`config.mk`:
```
export PLATFORM = sky130hd
export DESIGN_NAME = trdb_d5m_sensor_emulator
export DESIGN_NICKNAME = d
export VERILOG_FILES = /design/src/rtl/trdb_d5m_sensor_emulator.sv
export SDC_FILE = /design/constraint.sdc
export NUM_CORES = 1
export LEC_CHECK = 0
export BUFFER_PORTS_ARGS = -buffer_cell sky130_fd_sc_hd__buf_2
export CORE_UTILIZATION = 60
export CTS_CLUSTER_DIAMETER = 100
export CTS_CLUSTER_SIZE = 16
export DETAILED_ROUTE_END_ITERATION = 16
export GPL_TIMING_DRIVEN = 0
export PLACE_DENSITY = 0.8
export SLEW_MARGIN = 20
export SYNTH_ARGS = -nofsm -noshare
export SYNTH_HDL_FRONTEND = slang
export SYNTH_SLANG_ARGS = --single-unit
```
`constraint.sdc`:
```
create_clock -name ul1Clock -period 3.8 [get_ports ul1Clock]
set_clock_uncertainty 0.2 [all_clocks]
set_input_delay 0.38 -clock ul1Clock [delete_from_list [all_inputs] [get_ports ul1Clock]]
set_output_delay 0.38 -clock ul1Clock [all_outputs]
set_load 0.005 [all_outputs]
```
`src/rtl/trdb_d5m_sensor_emulator.sv`:
```
`default_nettype none
// ============================================================================
// Module      : trdb_d5m_sensor_emulator
// Description : Stand-in for the TRDB_D5M camera daughter board. Generates
//               FVAL/LVAL framing and PIXEL_WIDTH-bit pixel data with a
//               programmable active area, blanking and four test patterns,
//               so the D5M driver and downstream image chain run without
//               the board fitted.
// Ports       : ul1Clock        - system clock
//               ul1Reset        - synchronous reset, active-high
//               ul1PixelEnable  - pixel-slot strobe (PIXCLK emulation)
//               ul1Enable       - run request, sampled at frame boundaries
//               ul2Pattern      - test pattern select, latched at frame start
//               ul1FrameValid   - FVAL
//               ul1LineValid    - LVAL
//               ulPixData       - pixel data, 0 while LVAL is low
//               ul16FrameCount  - completed frames, wraps 0xFFFF -> 0
//               ul1Busy         - high whenever the FSM is not idle
// Revision    : 1.0 - initial release
// ============================================================================
module trdb_d5m_sensor_emulator #(
    parameter int PIXEL_WIDTH   = 12,
    parameter int ACTIVE_COLS   = 640,
    parameter int ACTIVE_ROWS   = 480,
    parameter int H_BLANK       = 16,
    parameter int V_BLANK_LINES = 4,
    parameter int FV_GUARD      = 2
) (
    input  logic                   ul1Clock,
    input  logic                   ul1Reset,
    input  logic                   ul1PixelEnable,
    input  logic                   ul1Enable,
    input  logic [1:0]             ul2Pattern,
    output logic                   ul1FrameValid,
    output logic                   ul1LineValid,
    output logic [PIXEL_WIDTH-1:0] ulPixData,
    output logic [15:0]            ul16FrameCount,
    output logic                   ul1Busy
);

    localparam int c_VB_SLOTS = V_BLANK_LINES * (ACTIVE_COLS + H_BLANK);
    localparam int c_CNT_MAX0 = (FV_GUARD > H_BLANK) ? FV_GUARD : H_BLANK;
    localparam int c_CNT_MAX  = (c_CNT_MAX0 > c_VB_SLOTS) ? c_CNT_MAX0 : c_VB_SLOTS;
    localparam int c_COL_W    = (ACTIVE_COLS > 1) ? $clog2(ACTIVE_COLS) : 1;
    localparam int c_ROW_W    = (ACTIVE_ROWS > 1) ? $clog2(ACTIVE_ROWS) : 1;
    localparam int c_CNT_W    = (c_CNT_MAX > 1) ? $clog2(c_CNT_MAX) : 1;

    localparam logic [c_COL_W-1:0] c_COL_LAST   = c_COL_W'(ACTIVE_COLS - 1);
    localparam logic [c_COL_W-1:0] c_COL_ONE    = c_COL_W'(1);
    localparam logic [c_ROW_W-1:0] c_ROW_LAST   = c_ROW_W'(ACTIVE_ROWS - 1);
    localparam logic [c_ROW_W-1:0] c_ROW_ONE    = c_ROW_W'(1);
    localparam logic [c_CNT_W-1:0] c_CNT_ONE    = c_CNT_W'(1);
    localparam logic [c_CNT_W-1:0] c_GUARD_LAST = c_CNT_W'(FV_GUARD - 1);
    localparam logic [c_CNT_W-1:0] c_HB_LAST    = c_CNT_W'(H_BLANK - 1);
    localparam logic [c_CNT_W-1:0] c_VB_LAST    =
        c_CNT_W'(((c_VB_SLOTS > 0) ? c_VB_SLOTS : 1) - 1);

    // Bayer values are defined for 12 bits; the top PIXEL_WIDTH bits of
    // {value, zeros} give the left-aligned value for any width.
    localparam logic [PIXEL_WIDTH+11:0] c_G1_EXT = {12'hFFF, {PIXEL_WIDTH{1'b0}}};
    localparam logic [PIXEL_WIDTH+11:0] c_R_EXT  = {12'h800, {PIXEL_WIDTH{1'b0}}};
    localparam logic [PIXEL_WIDTH+11:0] c_B_EXT  = {12'h400, {PIXEL_WIDTH{1'b0}}};
    localparam logic [PIXEL_WIDTH+11:0] c_G2_EXT = {12'h0FF, {PIXEL_WIDTH{1'b0}}};
    localparam logic [PIXEL_WIDTH-1:0]  c_G1 = c_G1_EXT[PIXEL_WIDTH+11 -: PIXEL_WIDTH];
    localparam logic [PIXEL_WIDTH-1:0]  c_R  = c_R_EXT[PIXEL_WIDTH+11 -: PIXEL_WIDTH];
    localparam logic [PIXEL_WIDTH-1:0]  c_B  = c_B_EXT[PIXEL_WIDTH+11 -: PIXEL_WIDTH];
    localparam logic [PIXEL_WIDTH-1:0]  c_G2 = c_G2_EXT[PIXEL_WIDTH+11 -: PIXEL_WIDTH];

    localparam logic [2:0] c_ST_IDLE   = 3'd0;
    localparam logic [2:0] c_ST_LEAD   = 3'd1;
    localparam logic [2:0] c_ST_ACTIVE = 3'd2;
    localparam logic [2:0] c_ST_HBLANK = 3'd3;
    localparam logic [2:0] c_ST_TAIL   = 3'd4;
    localparam logic [2:0] c_ST_VBLANK = 3'd5;

    logic [2:0]             r_state;
    logic [c_COL_W-1:0]     r_col;
    logic [c_ROW_W-1:0]     r_row;
    logic [c_CNT_W-1:0]     r_cnt;
    logic [1:0]             r_pattern;
    logic [15:0]            r_frame_count;
    logic                   r_fval;
    logic                   r_lval;
    logic [PIXEL_WIDTH-1:0] r_data;
    logic                   r_busy;

    logic [c_COL_W-1:0]     w_pix_col;
    logic [c_ROW_W-1:0]     w_pix_row;
    logic [PIXEL_WIDTH-1:0] w_pix;
    logic                   w_frame_end;
    logic                   w_start;

    // Coordinates of the pixel that the next slot will carry. Outputs are
    // registered, so the value is prepared one slot ahead.
    always_comb begin
        w_pix_col = '0;
        w_pix_row = r_row;
        if (r_state == c_ST_ACTIVE) begin
            w_pix_col = r_col + c_COL_ONE;
        end
        if (r_state == c_ST_HBLANK) begin
            w_pix_row = r_row + c_ROW_ONE;
        end
    end

    always_comb begin
        w_pix = '0;
        case (r_pattern)
            2'd0: w_pix = PIXEL_WIDTH'(w_pix_col);
            2'd1: w_pix = PIXEL_WIDTH'(32'(w_pix_col) + 32'(w_pix_row));
            2'd2: begin
                case ({w_pix_row[0], w_pix_col[0]})
                    2'b00:   w_pix = c_G1;
                    2'b01:   w_pix = c_R;
                    2'b10:   w_pix = c_B;
                    default: w_pix = c_G2;
                endcase
            end
            default: w_pix = PIXEL_WIDTH'(r_frame_count);
        endcase
    end

    // End of a frame period: last VBLANK slot, or the last TAIL slot when
    // vertical blanking is configured away.
    assign w_frame_end = ((r_state == c_ST_VBLANK) && (r_cnt == c_VB_LAST)) ||
                         ((c_VB_SLOTS == 0) && (r_state == c_ST_TAIL) &&
                          (r_cnt == c_GUARD_LAST));
    assign w_start     = ul1Enable && ((r_state == c_ST_IDLE) || w_frame_end);

    always_ff @(posedge ul1Clock) begin
        if (ul1Reset) begin
            r_state       <= c_ST_IDLE;
            r_col         <= '0;
            r_row         <= '0;
            r_cnt         <= '0;
            r_pattern     <= 2'd0;
            r_frame_count <= 16'd0;
            r_fval        <= 1'b0;
            r_lval        <= 1'b0;
            r_data        <= '0;
            r_busy        <= 1'b0;
        end else if (ul1PixelEnable) begin
            case (r_state)
                c_ST_IDLE: ;
                c_ST_LEAD: begin
                    if (r_cnt == c_GUARD_LAST) begin
                        r_state <= c_ST_ACTIVE;
                        r_cnt   <= '0;
                        r_lval  <= 1'b1;
                        r_data  <= w_pix;
                    end else begin
                        r_cnt <= r_cnt + c_CNT_ONE;
                    end
                end
                c_ST_ACTIVE: begin
                    if (r_col == c_COL_LAST) begin
                        r_cnt   <= '0;
                        r_lval  <= 1'b0;
                        r_data  <= '0;
                        r_state <= (r_row == c_ROW_LAST) ? c_ST_TAIL : c_ST_HBLANK;
                    end else begin
                        r_col  <= w_pix_col;
                        r_data <= w_pix;
                    end
                end
                c_ST_HBLANK: begin
                    if (r_cnt == c_HB_LAST) begin
                        r_state <= c_ST_ACTIVE;
                        r_cnt   <= '0;
                        r_col   <= '0;
                        r_row   <= w_pix_row;
                        r_lval  <= 1'b1;
                        r_data  <= w_pix;
                    end else begin
                        r_cnt <= r_cnt + c_CNT_ONE;
                    end
                end
                c_ST_TAIL: begin
                    if (r_cnt == c_GUARD_LAST) begin
                        r_frame_count <= r_frame_count + 16'd1;
                        r_cnt         <= '0;
                        r_state       <= c_ST_VBLANK;
                        r_fval        <= 1'b0;
                    end else begin
                        r_cnt <= r_cnt + c_CNT_ONE;
                    end
                end
                c_ST_VBLANK: begin
                    if (r_cnt != c_VB_LAST) begin
                        r_cnt <= r_cnt + c_CNT_ONE;
                    end
                end
                default: r_state <= c_ST_IDLE;
            endcase

            // Frame-boundary decisions override the per-state updates above.
            if (w_start) begin
                r_state   <= c_ST_LEAD;
                r_pattern <= ul2Pattern;
                r_col     <= '0;
                r_row     <= '0;
                r_cnt     <= '0;
                r_fval    <= 1'b1;
                r_lval    <= 1'b0;
                r_data    <= '0;
                r_busy    <= 1'b1;
            end else if (w_frame_end) begin
                r_state <= c_ST_IDLE;
                r_cnt   <= '0;
                r_fval  <= 1'b0;
                r_lval  <= 1'b0;
                r_data  <= '0;
                r_busy  <= 1'b0;
            end
        end
    end

    assign ul1FrameValid  = r_fval;
    assign ul1LineValid   = r_lval;
    assign ulPixData      = r_data;
    assign ul16FrameCount = r_frame_count;
    assign ul1Busy        = r_busy;

endmodule
`default_nettype wire

```
==> metrics.md, run 1 <==
| Metric | Value |
|---|---|
| Root Driver | clkbuf_8 |
| Inst Count DP | between 600 and 700 |
| Vias in the first global route | roughly 3.9k |
| Min-Delay Path Class | input pin to flop |
| Synth Register Bits | 67 |
| Tot GR Track Use | between 30% and 40% |
| Register area | 1340 µm² |
| Worst path required time | between 3 and 4 ns |
| PortBufs | 35 |
| Layout area overhead | 12.0% |
| First-pass iteration count of the detailed router | 5 |
| Via count | between 4k and 5k |
| Post-synthesis instance total | roughly 540 |
| DPL Wire Length | 8350 µm |
| MaxCap Viol Count | 0 |
| Ys async rst share | 0% |
| Pre-CTS setup slack | ~0.26 ns |
| Kind of critical path | flop to flop |
| Post-Syn Area per Cell | between 7 and 8 µm² |
| Total core area | 6790 µm² |
| WL per Instance | between 15 and 20 µm |
| Crit path buffers/inverters | 1 |
| First-pass GRT wire length | roughly 19,000 µm |
| WHS Path Cells | 3 |
| Syn_nets | between 500 and 600 |
| Largest net degree at the start of global routing | 15 |
| Total grt overflow | 0 |
| Die area | roughly 7300 µm² |
| Residual DRC | 0 |
| Startpoint Class | flop |
| Min Tclk post-route | about 3.6 ns |
| Vias per cell | around 6.3 |
| Clock sink count | 67 |
| Routability congestion estimate | 0.944 |
| Synth area leaders | dfxtp_1, a21oi_1, o21ai_0 |
| Synth Cell Area | approximately 4200 µm² |
| DR iter-0 viols | 334 |
| Share of cells above drive strength 1 | 11.6% |
| Reg2Reg Setup Slack | between 0.15 and 0.2 ns |
| RSZ-0062 raised after global routing | no |
| Remaining antenna violation count | 0 |
| # rows | 30 |
| Hold_sp | ul2Pattern[0] |
| R2R depth | 12 |
| Longest Clk Path Bufs | 2 |
| Worst Hold Endpoint | r_pattern[0] |
| CTS tree | yes |
| Final period util | between 90 and 100% |
| Fill count | ~570 |
| Yosys top cell by area | dfxtp_1 |
| Setup TNS | 0 ns |
| Max Slew Vio Count | 0 |
| LEAKAGE | roughly 0.0017 µW |
| Register area share after synthesis | 31.9% |
| Reg-to-reg endpoint | ulPixData[7] |
| Setup Viol. Count Final | 0 |
| Most frequent cell after synthesis | dfxtp_1 |
| Worst-path clk slew | roughly 0.080 ns |
| Library cells used by synthesis | about 60 |
| CP Cell Sequence | clkbuf_1 -> nor2b_1 -> and2_1 -> nand2_1 -> xnor2_1 -> ha_1 -> o21ai_0 -> o211ai_1 -> a31oi_1 -> xor2_1 -> o221ai_1 -> a32o_1 |
| Fmax | between 200 and 300 MHz |
| Most used DFF post-synth | dfxtp_1 |
| WP data arrival | approximately 3.7 ns |
| H-tree depth | 3 |
| Nets | just over 600 |
| Reg-to-reg critical path startpoint | r_state[1] |
| Worst slew margin | between 50% and 60% |
| ANT cells | 0 |
| Initial Util | between 60% and 70% |
| Commonest cells in the netlist | dfxtp_1, nand2_1, nor2_1 |
| Max IR drop VDD | roughly 0.28 mV |
| Worst Tran Pin Value | between 0.6 and 0.7 ns |
| Final hold violation count | 0 |
| Detailed Route WL | 11,400 µm |
| Cts bufs inserted | 9 |
| Fin cells | just under 700 |
| Top-area cell type share of the netlist area | approximately a third |
| Area of the multi-input gates | approximately 2700 µm² |
| Max incr delay on CP | around 0.43 ns |
| Pwr dens | 319 nW/µm² |
| Initial antenna violation count | 0 |
| Post-synth EDFFs | 0 |
| Die Wd | between 80 and 90 µm |
| Die Y | 85.7 µm |
| Critical path's top delay family | compound AO/OA/AOI/OAI gates |
| Status | completed |
| PnR worst setup slack | 0.152 ns |
| Endpoint type of the worst setup path | flop |
| I/O pin total | 37 |
| Critical Path Fanout Max | 10 |
| Yosys warns | 0 |
| Worst skew pair latency | 0.36 ns |
| Slowest stage cell, crit path | dfxtp_1 |
==> worst min-delay path: stages <==
cell and delay [ns]:
buf_2 0.09, nand2_1 0.05, a21oi_1 0.05
==> cells by family after synthesis <==
group | count (synthesis) | synth area share [%]
flip-flops | 67 | 31.9
multiplexers | 4 | 1.25
AND/OR/NAND/NOR | 224 | 27.6
AO/OA/AOI/OAI | 158 | 23.7
XOR/XNOR | 31 | 6.46
buffers and inverters | 43 | 4.17
adder cells (fa/ha/maj) | 16 | 4.94
==> sequential cells by signal, indices dropped and copies added (netlist names) <==
signal and cells:
ul16FrameCount 16, r_cnt 12, r_col 10, ul1Busy 1
r_row 9, r_state 3, ul1LineValid 1, ul1FrameValid 1
ulPixData 12, r_pattern 2
==> stage by stage <==
stage,power (µW),area [µm²],util [%],hold WS (ns)
after floorplan,838,4200,-,0.248
after CTS,1500,4700,69.2,0.0582
after global placement,880,4500,66.2,0.237
after global routing,1550,4710,69.3,0.0744
after detailed placement,884,4500,66.2,0.244
final,1500,4710,69.3,0.0571
==> what timing repair did <==
item | 4_1_cts | 5_1_grt
hold endpoints to repair | 0 | 0
hold buffers | 0 | 0
setup buffers | 0 | 0
setup endpoints to repair | 0 | 1
gates resized for setup | 0 | 1
==> worst max-delay path by stage <==
stage | start | endpoint | slack, ns | cells past startpoint
after CTS | r_state[1] | ulPixData[7] | 0.25 | 10
after detailed placement | r_state[1] | ulPixData[7] | 0.26 | 10
after global placement | r_state[1] | ulPixData[7] | 0.28 | 10
final | r_state[1] | ulPixData[7] | 0.15 | 12
after global routing | r_state[1] | ulPixData[7] | 0.008 | 12
after floorplan | r_state[2] | ulPixData[4] | 0.78 | 12
==> cell usage in the layout, fill, tap and decap left out, drive strengths merged, types with 15 or more instances in the layout <==
master  count
xnor2      16
dfxtp      67
nand3      30
clkbuf     32
nor2       50
ha         15
inv        18
nand2      60
a21oi      49
xor2       15
o21ai      46
buf        40
==> power breakdown <==
part | internal (µW) | switching, µW | total [µW]
logic | 47.3 | 110 | 158
registers | 709 | 6.94 | 716
clock network | 312 | 317 | 629
total | 1070 | 435 | 1500
==> per-layer routing <==
layer / vias to the layer above / GRT usage [%] / wire [µm] / share of wire (%)
li1: 2076 / - / - / -
met5: - / 0 / 0 / 0
met4: 0 / 11.4 / 241 / 2.1
met1: 2023 / 44.9 / 5050 / 44
met3: 29 / 4.62 / 913 / 8.0
met2: 197 / 51.5 / 5230 / 46
==> final cells by class <==
type                    instances  share of cell area, %
plain buffers                  28                   2.53
well taps                      96                   2.55
multi-input cells             433                   57.2
inverters                      15                   1.20
clock buffers                   9                   2.63
flip-flops and latches         67                   28.5
clock inverters                 7                   1.73
repair buffers                 35                   3.72
(Power assumes the default switching activity.)
==> run 2, diff against run 1 <==
--- a/config.mk
+++ b/config.mk
@@ -6,12 +6,14 @@
 export NUM_CORES = 1
 export LEC_CHECK = 0
 export BUFFER_PORTS_ARGS = -buffer_cell sky130_fd_sc_hd__buf_2
-export CORE_UTILIZATION = 60
+export CORE_UTILIZATION = 54
 export CTS_CLUSTER_DIAMETER = 100
 export CTS_CLUSTER_SIZE = 16
 export DETAILED_ROUTE_END_ITERATION = 16
 export GPL_TIMING_DRIVEN = 0
-export PLACE_DENSITY = 0.8
+export HOLD_SLACK_MARGIN = 0.03
+export PLACE_DENSITY = 0.76
+export RECOVER_POWER = 50
 export SLEW_MARGIN = 20
 export SYNTH_ARGS = -nofsm -noshare
 export SYNTH_HDL_FRONTEND = slang
==> constraint.sdc (replaced) <==
create_clock -name ul1Clock -period 3.1 [get_ports ul1Clock]
set_clock_uncertainty 0.2 [all_clocks]
set_input_delay 0.31 -clock ul1Clock [delete_from_list [all_inputs] [get_ports ul1Clock]]
set_output_delay 0.31 -clock ul1Clock [all_outputs]
set_load 0.005 [all_outputs]
==> metrics.md, run 2 (synthesis results as in run 1) <==
| Metric | Value |
|---|---|
| DPL Wire Length | between 8000 and 9000 µm |
| DR iter-0 viols | 380 |
| Detailed Route WL | roughly 12,000 µm |
| Crit path buffers/inverters | 0 |
| Kind of critical path | flop to flop |
| Most frequent cells in the layout | dfxtp_1, nand2_1, a21oi_1 |
| Min Tclk post-route | roughly 3 ns |
| Crit path launch | r_state[1] |
| Die Wd | between 90 and 100 µm |
| Worst path required time | between 3 and 4 ns |
| Critical Path Fanout Max | 13 |
| Via count | roughly 4.4k |
| Total grt overflow | 0 |
| CP Cell Sequence | or3b_2 -> nor2_4 -> ha_4 -> a21o_1 -> a21oi_1 -> xnor2_1 -> a21oi_1 -> or4_1 -> a21oi_1 |
| Reg-to-reg critical path startpoint | r_state[1] |
| Residual DRC | 0 |
| WP data arrival | 3.16 ns |
| H-tree depth | 3 |
| Vias per cell | 6.30 |
| Worst-path clk slew | 0.08 ns |
| Vias in the first global route | 4,019 |
| Worst Hold Endpoint | r_state[0] |
| MaxCap Viol Count | 0 |
| WL per Instance | approximately 17 µm |
| RSZ-0062 raised after global routing | yes |
| Pwr dens | between 300 and 400 nW/µm² |
| Worst slew margin | 54.8% |
| Tot GR Track Use | 29.2% |
| Endpoint type of the worst setup path | flop |
| Max IR drop VDD | between 0.2 and 0.3 mV |
| Reg-to-reg endpoint | ulPixData[4] |
| R2R depth | 9 |
| Max incr delay on CP | between 0.6 and 0.7 ns |
| Largest net degree at the start of global routing | 14 |
| Final hold violation count | 0 |
| Min-Delay Path Class | input pin to flop |
| Initial Util | a little under three fifths |
| Fill count | 622 |
| Reg2Reg Setup Slack | between 0.03 and 0.04 ns |
| # rows | 31 |
| Worst skew pair latency | approximately 0.36 ns |
| Max Slew Vio Count | 0 |
| Longest Clk Path Bufs | 2 |
| Status | completed |
| I/O pin total | 37 |
| Total core area | around 7400 µm² |
| Crit. path cell count | 9 |
| CTS tree | yes |
| Share of cells above drive strength 1 | 17.5% |
| Root Driver | clkbuf_8 |
| Critical path's top delay family | simple AND/OR/NAND/NOR gates |
| Hold_sp | ul1Enable |
| Initial antenna violation count | 0 |
| Clock sink count | 67 |
| Max FFs per register | 16 |
| Die area | 8140 µm² |
| Fmax | approximately 330 MHz |
| ANT cells | 0 |
| Final period util | between 90 and 100% |
| Area of the multi-input gates | around 2900 µm² |
| First-pass iteration count of the detailed router | 6 |
| PortBufs | 35 |
| Die Y | about 90 µm |
| Cts bufs inserted | 9 |
| Most common cell after layout, fill and taps aside | dfxtp_1 |
| PnR worst setup slack | around 0.033 ns |
| Layout area overhead | 20.0% |
| Worst Tran Pin Value | 0.673 ns |
| Util after Layout | about two thirds |
| Routability congestion estimate | between 0.9 and 1 |
| First-pass GRT wire length | between 15,000 and 20,000 µm |
| LEAKAGE | between 0.0015 and 0.002 µW |
| WHS Path Cells | 3 |
| Remaining antenna violation count | 0 |
| Startpoint Class | flop |
| Crit path top cell by count | a21oi_1 |
| Slowest stage cell, crit path | or3b_2 |
| Register area | around 1300 µm² |
| Pre-CTS setup slack | -0.519 ns |
| Setup Viol. Count Final | 0 |
| Nets | 617 |
==> run 2: cell count changes in the layout (fill, tap and decap cells not counted), moves of 5 or more <==
cell   before  now
buf_2      37   31
buf_4       1    7
ha_1       15   10
ha_4        0    5
==> run 2: area by class of cell <==
type,instances,area share (%)
buffer,27,2.78
inverter,15,1.12
clock inverter,7,1.96
sequential,67,26.8
clock buffer,9,2.46
tap,99,2.46
multi-input combinational,433,58.0
timing repair buffer,42,4.47
==> run 2: timing repair <==
| item | in CTS | in global routing |
|---|---|---|
| hold buffers | 2 | 0 |
| pin swaps | 5 | 6 |
| setup endpoints to repair | 9 | 12 |
| setup buffers | 5 | 0 |
| gates resized for setup | 22 | 40 |
| cloned | 0 | 0 |
| endpoints found under the hold margin | 2 | 0 |
==> run 2: how the worst max path moves through the flow <==
stage	end	slack, ns
floorplan	ulPixData[4]	0.08
global placement	ulPixData[7]	-0.47
detailed placement	ulPixData[7]	-0.52
CTS	ulPixData[4]	0.0008
global route	ulPixData[4]	-0.03
finish	ulPixData[4]	0.03
==> run 2: power by group <==
group | total (µW) | switching, µW | internal (µW)
logic | 211 | 143 | 68.3
clock network | 844 | 386 | 458
registers | 879 | 8.94 | 870
total | 1930 | 538 | 1400
==> run 2: worst min-delay path, delay by kind of cell <==
kind            cells  cell delay [ns]
compound gates      1             0.08
buf+inv             1             0.14
simple gates        1             0.09
==> run 2: layer usage <==
layer	wire [µm]	global-route usage (%)	up-vias	share of wire (%)
met1	5110	36.3	2062	42
met4	422	15.1	0	3.5
met2	5730	48.5	214	47
li1	-	-	2092	-
met5	0	0	-	0
met3	929	4.74	39	7.6
==> run 2: through the flow <==
| step | total power, µW | area [µm²] | TNS, ns | hold WS, ns | instances |
|---|---|---|---|---|---|
| after detailed placement | 1090 | 4500 | -2.12 | 0.250 | 677 |
| after global routing | 1980 | 5040 | -0.0279 | 0.118 | 699 |
| after CTS | 1920 | 4860 | 0 | 0.0985 | 699 |
| after floorplan | 1030 | 4200 | 0 | 0.246 | 543 |
| final | 1930 | 5040 | 0 | 0.101 | 699 |
| after global placement | 1080 | 4500 | -1.90 | 0.241 | 677 |
